**src/rtl/mips_pkg.sv**
```systemverilog
// Shared constants and types for the multi-cycle MIPS sequencer.
// Holds opcode/funct codes, the FSM state set, ALU and PC-source selectors.
package mips_pkg;

  localparam logic [5:0] OP_RTYPE = 6'b000000;
  localparam logic [5:0] OP_ADDI  = 6'b001000;
  localparam logic [5:0] OP_LW    = 6'b100011;
  localparam logic [5:0] OP_SW    = 6'b101011;
  localparam logic [5:0] OP_J     = 6'b000010;
  localparam logic [5:0] OP_BEQ   = 6'b000100;
  localparam logic [5:0] OP_BNE   = 6'b000101;
  localparam logic [5:0] FN_ADD   = 6'b100000;

  localparam logic [3:0] ALU_ADD = 4'b0010;
  localparam logic [3:0] ALU_SUB = 4'b0110;

  localparam logic [1:0] PC_SEQ = 2'b00;
  localparam logic [1:0] PC_BR  = 2'b01;
  localparam logic [1:0] PC_JMP = 2'b10;

  typedef enum logic [2:0] {
    FETCH, DECODE, EXEC, MEM, WB, TRAP
  } state_e;

  typedef struct packed {
    logic is_add;
    logic is_addi;
    logic is_lw;
    logic is_sw;
    logic is_j;
    logic is_beq;
    logic is_bne;
    logic is_illegal;
  } iclass_t;

endpackage

```
**src/rtl/mips_multicycle_ctrl_if.sv**
```systemverilog
// Controller <-> datapath/memory bundle for the multi-cycle MIPS core.
// master = sequencer, slave = datapath and unified memory.
interface mips_ctrl_if #(
  parameter int SIZE = 32
);
  logic [SIZE-1:0] mem_rdata;
  logic            mem_ready;
  logic            zero;
  logic [SIZE-1:0] ir;
  logic            IorD;
  logic            MemRead;
  logic            MemWrite;
  logic            IRWrite;
  logic            PCen;
  logic [1:0]      PCSrc;
  logic            ALUSrc;
  logic [3:0]      ALUOp;
  logic            RegDst;
  logic            MemToReg;
  logic            RegWrite;
  logic            retire;
  logic            illegal;

  modport master (
    input  mem_rdata, mem_ready, zero,
    output ir, IorD, MemRead, MemWrite, IRWrite,
    output PCen, PCSrc, ALUSrc, ALUOp, RegDst,
    output MemToReg, RegWrite, retire, illegal
  );

  modport slave (
    output mem_rdata, mem_ready, zero,
    input  ir, IorD, MemRead, MemWrite, IRWrite,
    input  PCen, PCSrc, ALUSrc, ALUOp, RegDst,
    input  MemToReg, RegWrite, retire, illegal
  );
endinterface

```
**src/rtl/mips_inst_class.sv**
```systemverilog
// Combinational instruction classifier: opcode/funct -> one-hot class.
// Anything outside the supported subset is flagged illegal.
module mips_inst_class
  import mips_pkg::*;
(
  input  logic [5:0] op_i,
  input  logic [5:0] fn_i,
  output iclass_t    cls_o
);

  always_comb begin
    cls_o = '0;
    case (op_i)
      OP_RTYPE: cls_o.is_add  = (fn_i == FN_ADD);
      OP_ADDI:  cls_o.is_addi = 1'b1;
      OP_LW:    cls_o.is_lw   = 1'b1;
      OP_SW:    cls_o.is_sw   = 1'b1;
      OP_J:     cls_o.is_j    = 1'b1;
      OP_BEQ:   cls_o.is_beq  = 1'b1;
      OP_BNE:   cls_o.is_bne  = 1'b1;
      default:  ;
    endcase
    cls_o.is_illegal = ~|{cls_o.is_add, cls_o.is_addi,
                          cls_o.is_lw, cls_o.is_sw,
                          cls_o.is_j, cls_o.is_beq,
                          cls_o.is_bne};
  end

endmodule

```
**src/rtl/mips_multicycle_ctrl.sv**
```systemverilog
// Multi-cycle MIPS sequencer: owns IR, steps FETCH..WB,
// decodes datapath strobes from state, IR class, mem_ready and zero.
module mips_multicycle_ctrl
  import mips_pkg::*;
#(
  parameter int SIZE = 32
) (
  input logic       clk,
  input logic       rst,
  mips_ctrl_if.master bus
);

  state_e          state_q, state_d;
  logic [SIZE-1:0] ir_q;
  logic            run_q;
  logic            ir_we;
  iclass_t         cls;

  mips_inst_class u_cls (
    .op_i  (ir_q[31:26]),
    .fn_i  (ir_q[5:0]),
    .cls_o (cls)
  );

  // run_q keeps every strobe quiet for the first cycle out of reset
  assign ir_we = run_q && (state_q == FETCH) && bus.mem_ready;
  assign bus.ir = ir_q;

  always_comb begin
    state_d = state_q;
    unique case (state_q)
      FETCH:  if (ir_we) state_d = DECODE;
      DECODE: state_d = cls.is_illegal ? TRAP : EXEC;
      EXEC: begin
        unique case (1'b1)
          cls.is_add, cls.is_addi: state_d = WB;
          cls.is_lw, cls.is_sw:    state_d = MEM;
          default:                 state_d = FETCH;
        endcase
      end
      MEM: if (bus.mem_ready) state_d = cls.is_lw ? WB : FETCH;
      WB:      state_d = FETCH;
      TRAP:    state_d = TRAP;
      default: state_d = FETCH;
    endcase
  end

  always_comb begin
    bus.IorD     = 1'b0;
    bus.MemRead  = 1'b0;
    bus.MemWrite = 1'b0;
    bus.IRWrite  = 1'b0;
    bus.PCen     = 1'b0;
    bus.PCSrc    = PC_SEQ;
    bus.ALUSrc   = 1'b0;
    bus.ALUOp    = 4'b0000;
    bus.RegDst   = 1'b0;
    bus.MemToReg = 1'b0;
    bus.RegWrite = 1'b0;
    bus.retire   = 1'b0;
    bus.illegal  = 1'b0;
    unique case (state_q)
      FETCH: begin
        bus.MemRead = run_q;
        bus.IRWrite = ir_we;
        bus.PCen    = ir_we;
      end
      EXEC: begin
        unique case (1'b1)
          cls.is_add: bus.ALUOp = ALU_ADD;
          cls.is_addi, cls.is_lw, cls.is_sw: begin
            bus.ALUSrc = 1'b1;
            bus.ALUOp  = ALU_ADD;
          end
          cls.is_beq, cls.is_bne: begin
            bus.ALUOp  = ALU_SUB;
            bus.PCSrc  = PC_BR;
            bus.PCen   = cls.is_beq ? bus.zero : ~bus.zero;
            bus.retire = 1'b1;
          end
          cls.is_j: begin
            bus.PCSrc  = PC_JMP;
            bus.PCen   = 1'b1;
            bus.retire = 1'b1;
          end
          default: ;
        endcase
      end
      MEM: begin
        bus.IorD     = 1'b1;
        bus.MemRead  = cls.is_lw;
        bus.MemWrite = cls.is_sw;
        bus.retire   = cls.is_sw & bus.mem_ready;
      end
      WB: begin
        bus.RegWrite = 1'b1;
        bus.retire   = 1'b1;
        bus.RegDst   = cls.is_add;
        bus.MemToReg = cls.is_lw;
      end
      TRAP:    bus.illegal = 1'b1;
      default: ;
    endcase
  end

  always_ff @(posedge clk or posedge rst) begin
    if (rst) begin
      state_q <= FETCH;
      ir_q    <= '0;
      run_q   <= 1'b0;
    end else begin
      run_q   <= 1'b1;
      state_q <= state_d;
      if (ir_we) ir_q <= bus.mem_rdata;
    end
  end

endmodule

```
**src/flat_wrapper.sv**
```systemverilog
// flat-port wrapper written by rule: the top's interface ports become plain ports
module mips_multicycle_ctrl_flat import mips_pkg::*;
#(
  parameter int SIZE = 32
)
  (clk, rst, bus_mem_rdata, bus_mem_ready, bus_zero, bus_ir, bus_IorD, bus_MemRead, bus_MemWrite, bus_IRWrite, bus_PCen, bus_PCSrc, bus_ALUSrc, bus_ALUOp, bus_RegDst, bus_MemToReg, bus_RegWrite, bus_retire, bus_illegal);
  mips_ctrl_if #(.SIZE(SIZE)) bus_i ();
  input logic clk;
  input logic rst;
  input wire logic [$bits(bus_i.mem_rdata)-1:0] bus_mem_rdata;
  input wire logic [$bits(bus_i.mem_ready)-1:0] bus_mem_ready;
  input wire logic [$bits(bus_i.zero)-1:0] bus_zero;
  output wire logic [$bits(bus_i.ir)-1:0] bus_ir;
  output wire logic [$bits(bus_i.IorD)-1:0] bus_IorD;
  output wire logic [$bits(bus_i.MemRead)-1:0] bus_MemRead;
  output wire logic [$bits(bus_i.MemWrite)-1:0] bus_MemWrite;
  output wire logic [$bits(bus_i.IRWrite)-1:0] bus_IRWrite;
  output wire logic [$bits(bus_i.PCen)-1:0] bus_PCen;
  output wire logic [$bits(bus_i.PCSrc)-1:0] bus_PCSrc;
  output wire logic [$bits(bus_i.ALUSrc)-1:0] bus_ALUSrc;
  output wire logic [$bits(bus_i.ALUOp)-1:0] bus_ALUOp;
  output wire logic [$bits(bus_i.RegDst)-1:0] bus_RegDst;
  output wire logic [$bits(bus_i.MemToReg)-1:0] bus_MemToReg;
  output wire logic [$bits(bus_i.RegWrite)-1:0] bus_RegWrite;
  output wire logic [$bits(bus_i.retire)-1:0] bus_retire;
  output wire logic [$bits(bus_i.illegal)-1:0] bus_illegal;
  assign bus_i.mem_rdata = bus_mem_rdata;
  assign bus_i.mem_ready = bus_mem_ready;
  assign bus_i.zero = bus_zero;
  assign bus_ir = bus_i.ir;
  assign bus_IorD = bus_i.IorD;
  assign bus_MemRead = bus_i.MemRead;
  assign bus_MemWrite = bus_i.MemWrite;
  assign bus_IRWrite = bus_i.IRWrite;
  assign bus_PCen = bus_i.PCen;
  assign bus_PCSrc = bus_i.PCSrc;
  assign bus_ALUSrc = bus_i.ALUSrc;
  assign bus_ALUOp = bus_i.ALUOp;
  assign bus_RegDst = bus_i.RegDst;
  assign bus_MemToReg = bus_i.MemToReg;
  assign bus_RegWrite = bus_i.RegWrite;
  assign bus_retire = bus_i.retire;
  assign bus_illegal = bus_i.illegal;
  mips_multicycle_ctrl #(.SIZE(SIZE)) u_core (.clk(clk), .rst(rst), .bus(bus_i));
endmodule
```
**config.mk**
```make
export PLATFORM = sky130hd
export DESIGN_NAME = mips_multicycle_ctrl_flat
export DESIGN_NICKNAME = d
export VERILOG_FILES = /design/src/rtl/mips_pkg.sv /design/src/rtl/mips_multicycle_ctrl_if.sv /design/src/rtl/mips_inst_class.sv /design/src/rtl/mips_multicycle_ctrl.sv /design/src/flat_wrapper.sv
export SDC_FILE = /design/constraint.sdc
export NUM_CORES = 1
export LEC_CHECK = 0
export ABC_AREA = 0
export BUFFER_PORTS_ARGS = -buffer_cell sky130_fd_sc_hd__buf_2
export CAP_MARGIN = 40
export CORE_ASPECT_RATIO = 0.9
export CORE_MARGIN = 5
export CORE_UTILIZATION = 44
export DETAILED_ROUTE_END_ITERATION = 8
export PLACE_DENSITY = 0.87
export SLEW_MARGIN = 20
export SYNTH_ARGS = -nofsm -noshare
export SYNTH_HDL_FRONTEND = slang
export SYNTH_HIERARCHICAL = 1
export SYNTH_SLANG_ARGS = --single-unit
export TNS_END_PERCENT = 20
```
**constraint.sdc**
```tcl
create_clock -name clk -period 2.5 [get_ports clk]
set_input_delay 0.375 -clock clk [delete_from_list [all_inputs] [get_ports clk]]
set_output_delay 0.375 -clock clk [all_outputs]
set_load 0.03 [all_outputs]
```
# Yosys cells after proc, flatten, opt, wreduce, memory -nomap -nowiden
# Index checks and enable logic that the tools add are counted.
# W data, S select, Z words.
# word_totals
elab_cells,63
reg_bits,36
out_inout_bits,49
# classes
mux,32
reduce_logical,12
bitwise,2
eq_ne,14
# ops
operator,n
$eq A6 B6 Y1 const B,3
$mux W1,18
$pmux W3 S5,1
$eq A6 B3 Y1 const B,2
$mux W3,4
$pmux W3 S2,2
$reduce_or A7 Y1,1
$eq A3 B2 Y1 const B,2
$eq A3 B3 Y1 const B,2
$eq A6 B2 Y1 const B,1
$eq A6 B4 Y1 const B,1
$logic_not A6 Y1,1
$pmux W1 S2,3
$reduce_or A2 Y1,3
$reduce_or A3 Y1,2
$mux W4,1
$pmux W2 S2,1
$reduce_or A4 Y1,1
$eq A3 B1 Y1 const B,1
$logic_not A3 Y1,1
$pmux W1 S3,1
$logic_and A1 B1 Y1,2
$mux W2,1
$ne A2 B1 Y1 const B,1
other kinds (4),4

# Depth between registers and ports, before layout
# Gate-level depths: netlist of the first run.
# depth
word_depth,5
depth_mapped,6
ltp_nobuf,6

# Modules after synthesis
# The synthesis of the first run kept the hierarchy.
# by_module_without_submodules
mod,cells_per_inst,instances,seq_area_each_um2,area_per_inst_um2
mips_multicycle_ctrl,132,1,900.9,1651.6
mips_inst_class,22,1,0.0,163.9

# Least setup slack after synthesis of the first run
# OpenSTA, ideal clock, no wires.
# synth_path
path_kind,register -> output
start,reg u_core.ir_q[26] (netlist: u_core/bus.ir[26])
end,out bus_ALUOp[1]
required_time_ns,2.125
path_slack_ns,-0.217
stages_incl_launch_ff,6
t_arrival_ns,2.342
path_cell_list,dfrtp_1 -> or4_4 -> or4_4 -> nor3_2 -> nor3_1 -> a21oi_1
# synth_lines
item,line_no,rtl
"start, declared",mips_multicycle_ctrl.sv:14,logic [SIZE-1:0] ir_q;
"start signal, assigned",mips_multicycle_ctrl.sv:114,if (ir_we) ir_q <= bus.mem_rdata;
"end, declared",flat_wrapper.sv:21,output wire logic [$bits(bus_i.ALUOp)-1:0] bus_ALUOp;

==> results of run 1 <==
[where the power goes]
group	switching, mW	leakage [nW]	internal (mW)
combinational	1.14	0.721	0.725
sequential	0.252	0.426	0.877
clock	0.185	0.0445	0.224
total	1.58	1.19	1.83
[layer usage]
layer  GRT usage, %  vias to the layer above
li1               -                      741
met1           19.6                      725
met5              0                        -
met2           24.9                       46
met3           5.34                        2
met4           3.44                        0
[flip-flops by register name (all words and copies together) (netlist names)]
| register | cells |
|---|---|
| u_core/state_q | 3 |
| u_core/run_q | 1 |
| u_core/bus.ir | 32 |
[through the flow]
step	utilization, %	hold slack [ns]	area [sq um]	setup WS [ns]	setup TNS [ns]
global placement	57.3	0.230	2320	0.100	0
global route	60.5	0.309	2450	-0.303	-0.628
finish	60.5	0.317	2450	-0.187	-0.327
detailed placement	57.3	0.234	2320	0.0639	0
floorplan	-	0.510	1830	0.00492	0
CTS	60.4	0.304	2440	-0.190	-0.338
[worst max path at each step]
stage / end / slack, ns
CTS: bus_ALUOp[1] / -0.19
floorplan: bus_ALUOp[1] / 0.005
detailed placement: bus_ALUOp[1] / 0.06
finish: bus_ALUOp[1] / -0.19
global placement: bus_ALUOp[1] / 0.10
global route: bus_ALUOp[1] / -0.30
[cells by family after synthesis]
group           after synthesis  synth area share [%]
simple gates                 52                  18.1
other cells                   2                 0.414
mux                          32                  19.8
buf+inv                      11                  4.00
flops                        36                  49.6
compound gates               21                  7.99
[cell usage in the layout (no fill, tap or decap), types with 3 or more instances in the layout]
master,Yosys,layout
clkbuf_8,0,6
nor3_1,3,3
nor2_1,13,13
dfrtp_2,0,3
and3_1,5,5
dfrtp_1,36,33
inv_1,3,3
nand2_1,5,5
conb_1,2,3
nor2b_1,3,3
nand2b_1,5,5
mux2_2,30,30
buf_2,1,79
nor3b_1,4,4
a21oi_1,7,6
buf_4,2,12
[final cells by class]
type	instances	area [sq um]
sequential	36	905
clock inverter	1	7.51
timing repair buffer	94	518
tap	48	60.1
fill	358	1600
multi-input combinational	108	862
inverter	3	11.3
clock buffer	7	86.3
[what timing repair did]
item	4_1_cts	5_1_grt
resized for setup	6	1
pin swaps	1	1
setup endpoints to repair	4	4
setup buffers	0	0
hold buffers	1	0
hold endpoints to repair	1	0
==> metrics.md, run 1 <==
| Metric | Value |
|---|---|
| Pin count of the biggest net entering global routing | `19` |
| Most common cell in the netlist | `dfrtp_1` |
| GRT overflow | `0` |
| Critical Path End Type | `primary output` |
| WL met3 | `between 300 and 400 microns` |
| Die area | `about 5500 sq um` |
| Row cnt | `22` |
| Power Total | `3.40 mW` |
| Worst Setup Slack, final | `-0.187 ns` |
| Max_cap viols | `0` |
| DR iter-0 viols | `134` |
| Post-DRT Antenna Nets | `0` |
| Routed length on met2 | `between 2 and 2.5 mm` |
| Ys flop type | `dfrtp_1` |
| CP cell instances | `or4_4 > or4_4 > nor3_4 > nor3_1 > a21oi_2 > buf_6` |
| IO buf count | `82` |
| CTS HTree Levels | `2` |
| CP Launch Type | `flop` |
| Clk root buf | `clkbuf_8` |
| Vias per cell | `5.10` |
| Synthesized area | `1820 sq um` |
| Core area | `4050 sq um` |
| Tcrit/Tclk final | `107%` |
| Crit path kind | `flop to primary output` |
| First-pass GRT wire length | `6.88 mm` |
| Worst-path clk slew | `0.07 ns` |
| RSZ-0062 raised after global routing | `yes` |
| WP data arrival | `approximately 2.3 ns` |
| Layout area overhead | `34.9%` |
| Gpl congestion | `0.756` |
| Nets | `284` |
| Critical path startpoint | `u_core/bus.ir[26]` |
| Placed insts | `288` |
| Max-slew violation count | `0` |
| I/O pin count | `between 80 and 90` |
| Slew HR | `56.6%` |
| Via Count | `between 1500 and 2000` |
| Max IR drop VDD | `0.786 mV` |
| Final min period | `between 2 and 3 ns` |
| R2R cell count | `6` |
| Overall Global Routing Usage | `15.3%` |
| Largest area contributor in the netlist | `dfrtp_1` |
| Sequential share of the synthesized area | `49.6%` |
| Layout cells sized above 1 | `around 56%` |
| Hold Crit Start | `bus_mem_rdata[6]` |
| Reg2reg setup slack | `0.26 ns` |
| Hold Path Stages | `2` |
| CP delay by family, top | `simple AND/OR/NAND/NOR gates` |
| Clk buf depth | `2` |
| Status | `complete, but fails checks` |
| Clock sink count | `36` |
| Highest-delay cell along the critical path | `or4_4` |
| Final non-filler cell total | `between 200 and 300` |
| Commonest cells in the netlist | `36 x dfrtp_1, 30 x mux2_2, 13 x nor2_1` |
| Final Hold Fails | `0` |
| Die W | `approximately 78 microns` |
| Clock buffer count from CTS | `5` |
| Pre-Repair DR Iteration Count | `4` |
| #FFs+latches synth | `36` |
| Post-Route M1 WL | `1.76 mm` |
| Worst r2r dst | `u_core/state_q[2]` |
| Avg WL per Cell | `14.0 microns` |
| Crit Reg-Reg Startpoint | `u_core/bus.ir[26]` |
| Cell count after synthesis | `approximately 150` |
| Top Metal Used | `met4` |
| DP HPWL | `3.32 mm` |
| Avg Synthesized Cell Area | `roughly 12 sq um` |
| Top cells by area, synth | `dfrtp_1 50%, mux2_2 19%, nor2_1 2.7%` |
| Synth async-reset ratio | `100%` |
| Buf/Inv on CP | `1` |
| HP Class | `primary input to flop` |
| EDFF count, synth | `0` |
| Worst skew pair latency | `0.27 ns` |
| Most frequent CP cell | `or4_4` |
| Starting Density | `between 40% and 50%` |
| Synth warn | `6` |
| CP max stage delay | `approximately 0.56 ns` |
| Antenna violations before repair | `0` |
| Top achievable clock speed | `0.372 GHz` |
| P_leak | `1.19 nW` |
| Vias in the first global route | `~1500` |
| # DRC | `0` |
| Wirelength, routed | `4.16 mm` |
| Hold Path End | `u_core/bus.ir[6]` |
| CP max FO | `4` |
| Stages on worst setup path | `6` |
| CTS tree | `done` |
| Critical Path RT | `2.12 ns` |
| Worst slew pin tran | `0.648 ns` |
| Fin Clk Skew | `0.00799 ns` |
| N_diodes | `0` |
| Die Y-Extent | `70.9 microns` |
| Failing checks | `setup timing` |
| Post-synth top area share | `49.6%` |
| Setup-failing EPs final | `3` |
| Yosys cell types | `38` |
| Power per cell area | `1390 nW/um^2` |
Note: power is estimated with default switching activity, not from simulation.
==> run 2, diff against run 1 <==
--- a/config.mk
+++ b/config.mk
@@ -12,7 +12,7 @@
 export CORE_MARGIN = 5
 export CORE_UTILIZATION = 44
 export DETAILED_ROUTE_END_ITERATION = 8
-export PLACE_DENSITY = 0.87
+export PLACE_DENSITY = 0.76
 export SLEW_MARGIN = 20
 export SYNTH_ARGS = -nofsm -noshare
 export SYNTH_HDL_FRONTEND = slang
==> metrics.md, run 2 (synthesis results as in run 1) <==
| Metric | Value |
|---|---|
| DP HPWL | `3.16 mm (-4.8%)` |
| Gpl congestion | `0.747 (-1.2%)` |
| Dpl cell area | `2300 sq um (-0.97%)` |
| Critical Path End Type | `primary output` |
| Antenna violations before repair | `0 (unchanged)` |
| Setup-failing EPs final | `4 (+1)` |
| Crit path kind | `flop to primary output` |
| CP max FO | `3 (-1)` |
| Post-route cell area | `2450 sq um (about the same)` |
| IO buf count | `82 (unchanged)` |
| Critical path startpoint | `u_core/bus.ir[3]` |
| Clock power frac | `12.0% (about the same)` |
| I/O pin count | `85 (unchanged)` |
| Tcrit/Tclk final | `107% (-0.39 points)` |
| Core area | `4050 sq um (unchanged)` |
| Filler Cell Count | `340 (-5.0%)` |
| Slew HR | `58.2% (+1.6 points)` |
| Pint | `1.83 mW (about the same)` |
| Comb power frac | `54.4% (-0.4 points)` |
| Row cnt | `22 (unchanged)` |
| Worst Setup Slack, final | `-0.178 ns (+0.00967 ns)` |
| Layout area overhead | `35.0% (about the same)` |
| Pre-Repair DR Iteration Count | `4 (unchanged)` |
| Reg power frac | `33.6% (+0.4 points)` |
| Max IR drop VDD | `0.911 mV (+16%)` |
| DR iter-0 viols | `29 (-78%)` |
| Wirelength, routed | `4.17 mm (+0.22%)` |
| Max-slew violation count | `0 (unchanged)` |
| Vias in the first global route | `1453 (-3.8%)` |
| Clock buffer count from CTS | `5 (unchanged)` |
| Die area | `5510 sq um (unchanged)` |
| WP data arrival | `2.30 ns (about the same)` |
| CP Launch Type | `flop` |
| Final Hold Fails | `0 (unchanged)` |
| Status | `complete, but fails checks` |
| Max_cap viols | `0 (unchanged)` |
| Die Y-Extent | `70.9 microns (unchanged)` |
| HP Class | `primary input to async pin` |
| Switch Pwr | `1.60 mW (+1.5%)` |
| # DRC | `0 (unchanged)` |
| Power per cell area | `1400 nW/um^2 (+0.63%)` |
| N_diodes | `0 (unchanged)` |
| Final min period | `2.68 ns (-0.00967 ns)` |
| Most common cell after layout, fill and taps aside | `buf_2` |
| Worst-path clk slew | `0.07 ns (about the same)` |
| Failing checks | `setup timing` |
| Worst slew pin tran | `0.623 ns (-0.0243 ns)` |
| Avg WL per Cell | `14.1 microns (+0.90%)` |
| Die W | `77.7 microns (unchanged)` |
| RSZ-0062 raised after global routing | `yes` |
| Power Total | `3.43 mW (+0.68%)` |
| Clk buf depth | `2 (unchanged)` |
| Number of flip-flops under the largest register name | `32 (unchanged)` |
| Final hold slack | `0.177 ns (-0.140 ns)` |
| Clk root buf | `clkbuf_8` |
| Overall Global Routing Usage | `15.1% (-0.17 points)` |
| Vias per cell | `5.11 (+0.15%)` |
| Crit Reg-Reg Startpoint | `u_core/bus.ir[3]` |
| Via Count | `1506 (-0.53%)` |
| Post-DRT Antenna Nets | `0 (unchanged)` |
| Layout cells sized above 1 | `57.9% (+1.7 points)` |
| Sw Share | `46.7% (+0.36 points)` |
| Nets | `282 (-0.70%)` |
| Commonest non-fill, non-tap cells in the layout | `78 x buf_2, 33 x dfrtp_1, 30 x mux2_2` |
| Top achievable clock speed | `0.373 GHz (+0.36%)` |
| Clock sink count | `36 (unchanged)` |
| Fin Clk Skew | `0.00107 ns (-0.00692 ns)` |
| GRT overflow | `0 (unchanged)` |
| Worst skew pair latency | `0.28 ns (about the same)` |
| Starting Density | `44.9% (unchanged)` |
| First-pass GRT wire length | `6.76 mm (-1.8%)` |
| P_leak | `1.19 nW (+0.18%)` |
| Critical Path RT | `2.12 ns (about the same)` |
| CTS HTree Levels | `2 (unchanged)` |
| Pin count of the biggest net entering global routing | `37 (+18)` |
| CTS tree | `done` |
-- run 2: changes by cell type in the layout (fill, tap and decap cells not counted), sizes merged --
| cell | before | now |
|---|---|---|
| buf | 93 | 92 |
| clkbuf | 7 | 6 |
| clkinv | 0 | 2 |
| clkinvlp | 1 | 0 |
| dlygate4sd3 | 1 | 0 |
-- run 2: cell type report --
cell class,instances,area [sq um],share of cell area [%]
Sequential cell,36,905,36.9
Clock buffer,6,82.6,3.37
Timing Repair Buffer,92,507,20.7
Tap cell,48,60.1,2.45
Inverter,3,11.3,0.459
Multi-Input combinational cell,108,876,35.7
Clock inverter,2,10.0,0.408
-- run 2: stage by stage --
step	setup WS (ns)	TNS, ns	utilization (%)	instances
2_1_floorplan	0.00492	0	-	155
3_3_place_gp	0.0941	0	56.7	285
3_5_place_dp	0.0729	0	56.7	285
4_1_cts	-0.190	-0.343	59.5	293
5_1_grt	-0.283	-1.05	60.6	295
6_report	-0.178	-0.493	60.6	295
-- run 2: worst max-delay path, stage by stage, from the launching register on --
cell,delay (ns)
dfrtp_1,0.39
or4b_4,0.54
or4_4,0.50
nor3_4,0.22
nor3_2,0.08
a21oi_2,0.15
buf_6,0.14
-- run 2: worst paths after layout --
kind | cells after the start | slack (ns) | endpoint
setup / recovery | 6 | -0.18 | bus_ALUOp[1]
hold / removal | 3 | 0.18 | u_core/bus.ir[8]
setup reg to reg | 7 | 0.15 | u_core/state_q[2]
hold reg to reg | 1 | 0.49 | u_core/bus.ir[7]
max in group asynchronous | 3 | 2.00 | u_core/bus.ir[26]
min in group clk | 2 | 0.31 | u_core/bus.ir[7]
-- run 2: repair_timing --
| item | CTS | global route |
|---|---|---|
| endpoints found under the setup margin | 3 | 4 |
| hold buffers | 0 | 0 |
| gates resized for setup | 5 | 9 |
| buffers inserted | 0 | 2 |
| pin swaps | 0 | 6 |
-- run 2: power groups by stage --
| stage | Combinational [mW] | Clock, mW | Sequential (mW) |
|---|---|---|---|
| after floorplan | 0.799 | 0 | 1.64 |
| after global routing | 1.99 | 0.455 | 1.21 |
| after CTS | 1.85 | 0.429 | 1.15 |
| after detailed placement | 1.84 | 0 | 1.15 |
| final | 1.86 | 0.410 | 1.15 |
| after global placement | 1.82 | 0 | 1.13 |
-- run 2: metal layers --
| metal | up-vias | GRT usage [%] | wire, microns | part of all wire (%) |
|---|---|---|---|---|
| met5 | - | 0 | 0 | 0 |
| met4 | 0 | 6.87 | 60 | 1.4 |
| met3 | 5 | 6.62 | 437 | 10 |
| met2 | 58 | 22.8 | 1910 | 46 |
| met1 | 701 | 18.7 | 1760 | 42 |
| li1 | 742 | - | - | - |
==> run 3, diff against run 2 <==
==> constraint.sdc (replaced) <==
create_clock -name clk -period 2.5 [get_ports clk]
set_input_delay 0.375 -clock clk [delete_from_list [all_inputs] [get_ports clk]]
set_output_delay 0.375 -clock clk [all_outputs]
set_load 0.02 [all_outputs]
==> metrics.md, run 3 (synthesis results as in run 1) <==
| Metric | Value |
|---|---|
| Status | `complete, but fails checks` |
| Failing checks | `setup timing` |
| Worst skew pair latency | `0.28 ns (about the same)` |
| Top achievable clock speed | `0.387 GHz (+3.6%)` |
| IO buf count | `82 (unchanged)` |
| Wirelength, routed | `4.14 mm (-0.55%)` |
| Final min period | `2.59 ns (-0.0922 ns)` |
| Clock power frac | `12.7% (+0.7 points)` |
| Setup-failing EPs final | `4 (unchanged)` |
| GR Layer Usage met2 | `24.7% (+1.9 points)` |
| HP Class | `primary input to async pin` |
| RSZ-0062 raised after global routing | `yes` |
| Layout cells sized above 1 | `55.4% (-2.5 points)` |
| Worst-path clk slew | `0.06 ns (about the same)` |
| Fin util | `60.7% (+0.15 points)` |
| Layout area overhead | `35.4%` |
| Switch Pwr | `1.34 mW (-16%)` |
| Most common cell after layout, fill and taps aside | `buf_2` |
| Critical Path End Type | `primary output` |
| Clock buffer count from CTS | `5 (unchanged)` |
| Hold buffers post-CTS | `0 (unchanged)` |
| CP max FO | `3 (unchanged)` |
| Setup TNS | `-0.180 ns (+0.313 ns)` |
| Final Hold Fails | `0 (unchanged)` |
| CTS tree | `done` |
| Tcrit/Tclk final | `103% (-3.7 points)` |
| Sw Share | `42.1% (-4.6 points)` |
| Vias per cell | `5.04 (-1.3%)` |
| Core area | `4050 sq um (unchanged)` |
| Die Y-Extent | `70.9 microns (unchanged)` |
| Post-DRT Antenna Nets | `0 (unchanged)` |
| Via Count | `1496 (-0.66%)` |
| DR iter-0 viols | `39 (+34%)` |
| Max_cap viols | `0 (unchanged)` |
| I/O pin count | `85 (unchanged)` |
| WP data arrival | `2.21 ns (-0.09 ns)` |
| Clk root buf | `clkbuf_8` |
| Pre-Repair DR Iteration Count | `4 (unchanged)` |
| Pin count of the biggest net entering global routing | `24 (-35%)` |
| Worst Setup Slack, final | `-0.0855 ns (+0.0922 ns)` |
| Pint | `1.84 mW (+0.83%)` |
| Power per cell area | `1290 nW/um^2 (-7.5%)` |
| Critical Path RT | `2.12 ns (about the same)` |
| # DRC | `0 (unchanged)` |
| Avg WL per Cell | `13.9 microns (-1.2%)` |
| Gpl congestion | `0.734 (-1.7%)` |
| Nets | `284 (+0.71%)` |
| Clock sink count | `36 (unchanged)` |
| Overall Global Routing Usage | `15.6% (+0.44 points)` |
| Commonest non-fill, non-tap cells in the layout | `78 x buf_2, 36 x dfrtp_1, 30 x mux2_2` |
| Die area | `5510 sq um (unchanged)` |
| Row cnt | `22 (unchanged)` |
| N_diodes | `0 (unchanged)` |
| Crit path kind | `flop to primary output` |
| Reg power frac | `35.9% (+2.3 points)` |
| Max-slew violation count | `0 (unchanged)` |
| Slew HR | `58.4% (+0.19 points)` |
| Antenna violations before repair | `0 (unchanged)` |
| Met1 Track Usage GR | `18.9% (+0.17 points)` |
| Fin Clk Skew | `0.00355 ns (+0.00248 ns)` |
| Worst slew pin tran | `0.624 ns (+0.000192 ns)` |
| Filler Cell Count | `337 (-0.88%)` |
| Max IR drop VDD | `0.726 mV (-20%)` |
| Starting Density | `44.9% (unchanged)` |
| Comb power frac | `51.4% (-3.0 points)` |
| DP HPWL | `3.22 mm (+1.9%)` |
| P_leak | `1.20 nW (+0.73%)` |
| CTS HTree Levels | `2 (unchanged)` |
| GRT overflow | `0 (unchanged)` |
| Number of flip-flops under the largest register name | `32 (unchanged)` |
| Pre-CTS WS | `0.121 ns (+0.0486 ns)` |
| GR peak layer | `met2` |
| Clk buf depth | `2 (unchanged)` |
| CP Launch Type | `flop` |
| Die W | `77.7 microns (unchanged)` |
| First-pass GRT wire length | `7.02 mm (+3.9%)` |
| Vias in the first global route | `1545 (+6.3%)` |
| Met3 GRT Util | `6.87% (+0.25 points)` |
-- run 3: cell types whose count changed in the layout (fill, tap and decap cells not counted) --
cell	change
buf_12	+1
buf_4	+2
buf_6	-1
clkbuf_1	+2
clkinv_2	-2
dfrtp_1	+3
dfrtp_2	-3
nor3b_1	+1
nor3b_2	-1
nor4_1	+1
nor4_2	-1
-- run 3: power by group through the flow --
stage	logic, mW	registers, mW	clock network (mW)
2_1_floorplan	0.769	1.44	0
3_3_place_gp	1.59	1.13	0
3_5_place_dp	1.61	1.14	0
4_1_cts	1.66	1.14	0.422
5_1_grt	1.77	1.20	0.447
6_report	1.63	1.14	0.404
-- run 3: repair_timing --
item,4_1_cts,5_1_grt
gates resized for setup,6,3
setup endpoints to repair,2,5
pin swaps,7,1
setup buffers,3,0
-- run 3: worst paths after layout --
| kind | from | to | slack (ns) | depth (start not counted) |
|---|---|---|---|---|
| worst max-delay path | u_core/bus.ir[2] | bus_ALUOp[1] | -0.09 | 6 |
| worst min-delay path | rst | u_core/bus.ir[7] | 0.16 | 2 |
| worst min register to register | u_core/bus.ir[7] | u_core/bus.ir[7] | 0.48 | 1 |
| max in group asynchronous | rst | u_core/bus.ir[24] | 1.81 | 3 |
| min in group clk | bus_mem_rdata[7] | u_core/bus.ir[7] | 0.31 | 2 |
| worst max register to register | u_core/bus.ir[2] | u_core/state_q[2] | 0.30 | 6 |
-- run 3: layout make-up --
cell class	instances	area [sq um]	area share, %
Inverter	3	11.3	0.458
Timing Repair Buffer	94	531	21.6
Sequential cell	36	901	36.7
Tap cell	48	60.1	2.44
Multi-Input combinational cell	108	865	35.2
Clock buffer	8	90.1	3.67
-- run 3: per-layer routing --
layer	share of wire [%]	up-vias	wire length (microns)
met2	47	58	1940
li1	-	747	-
met1	41	687	1720
met4	1.1	0	44
met5	0	-	0
met3	11	4	446
-- run 3: worst max-delay path: stages (launching register included) --
cell and delay, ns:
dfrtp_1 0.37, or4b_4 0.54, or4_4 0.51, nor3_4 0.18
nor3_2 0.06, a21oi_2 0.14, buf_6 0.13
-- run 3: stage by stage --
step	cells	area (sq um)	hold slack, ns	power (mW)
2_1_floorplan	155	1820	0.510	2.21
3_3_place_gp	286	2310	0.463	2.72
3_5_place_dp	286	2310	0.472	2.76
4_1_cts	297	2450	0.182	3.22
5_1_grt	297	2460	0.233	3.42
6_report	297	2460	0.160	3.18
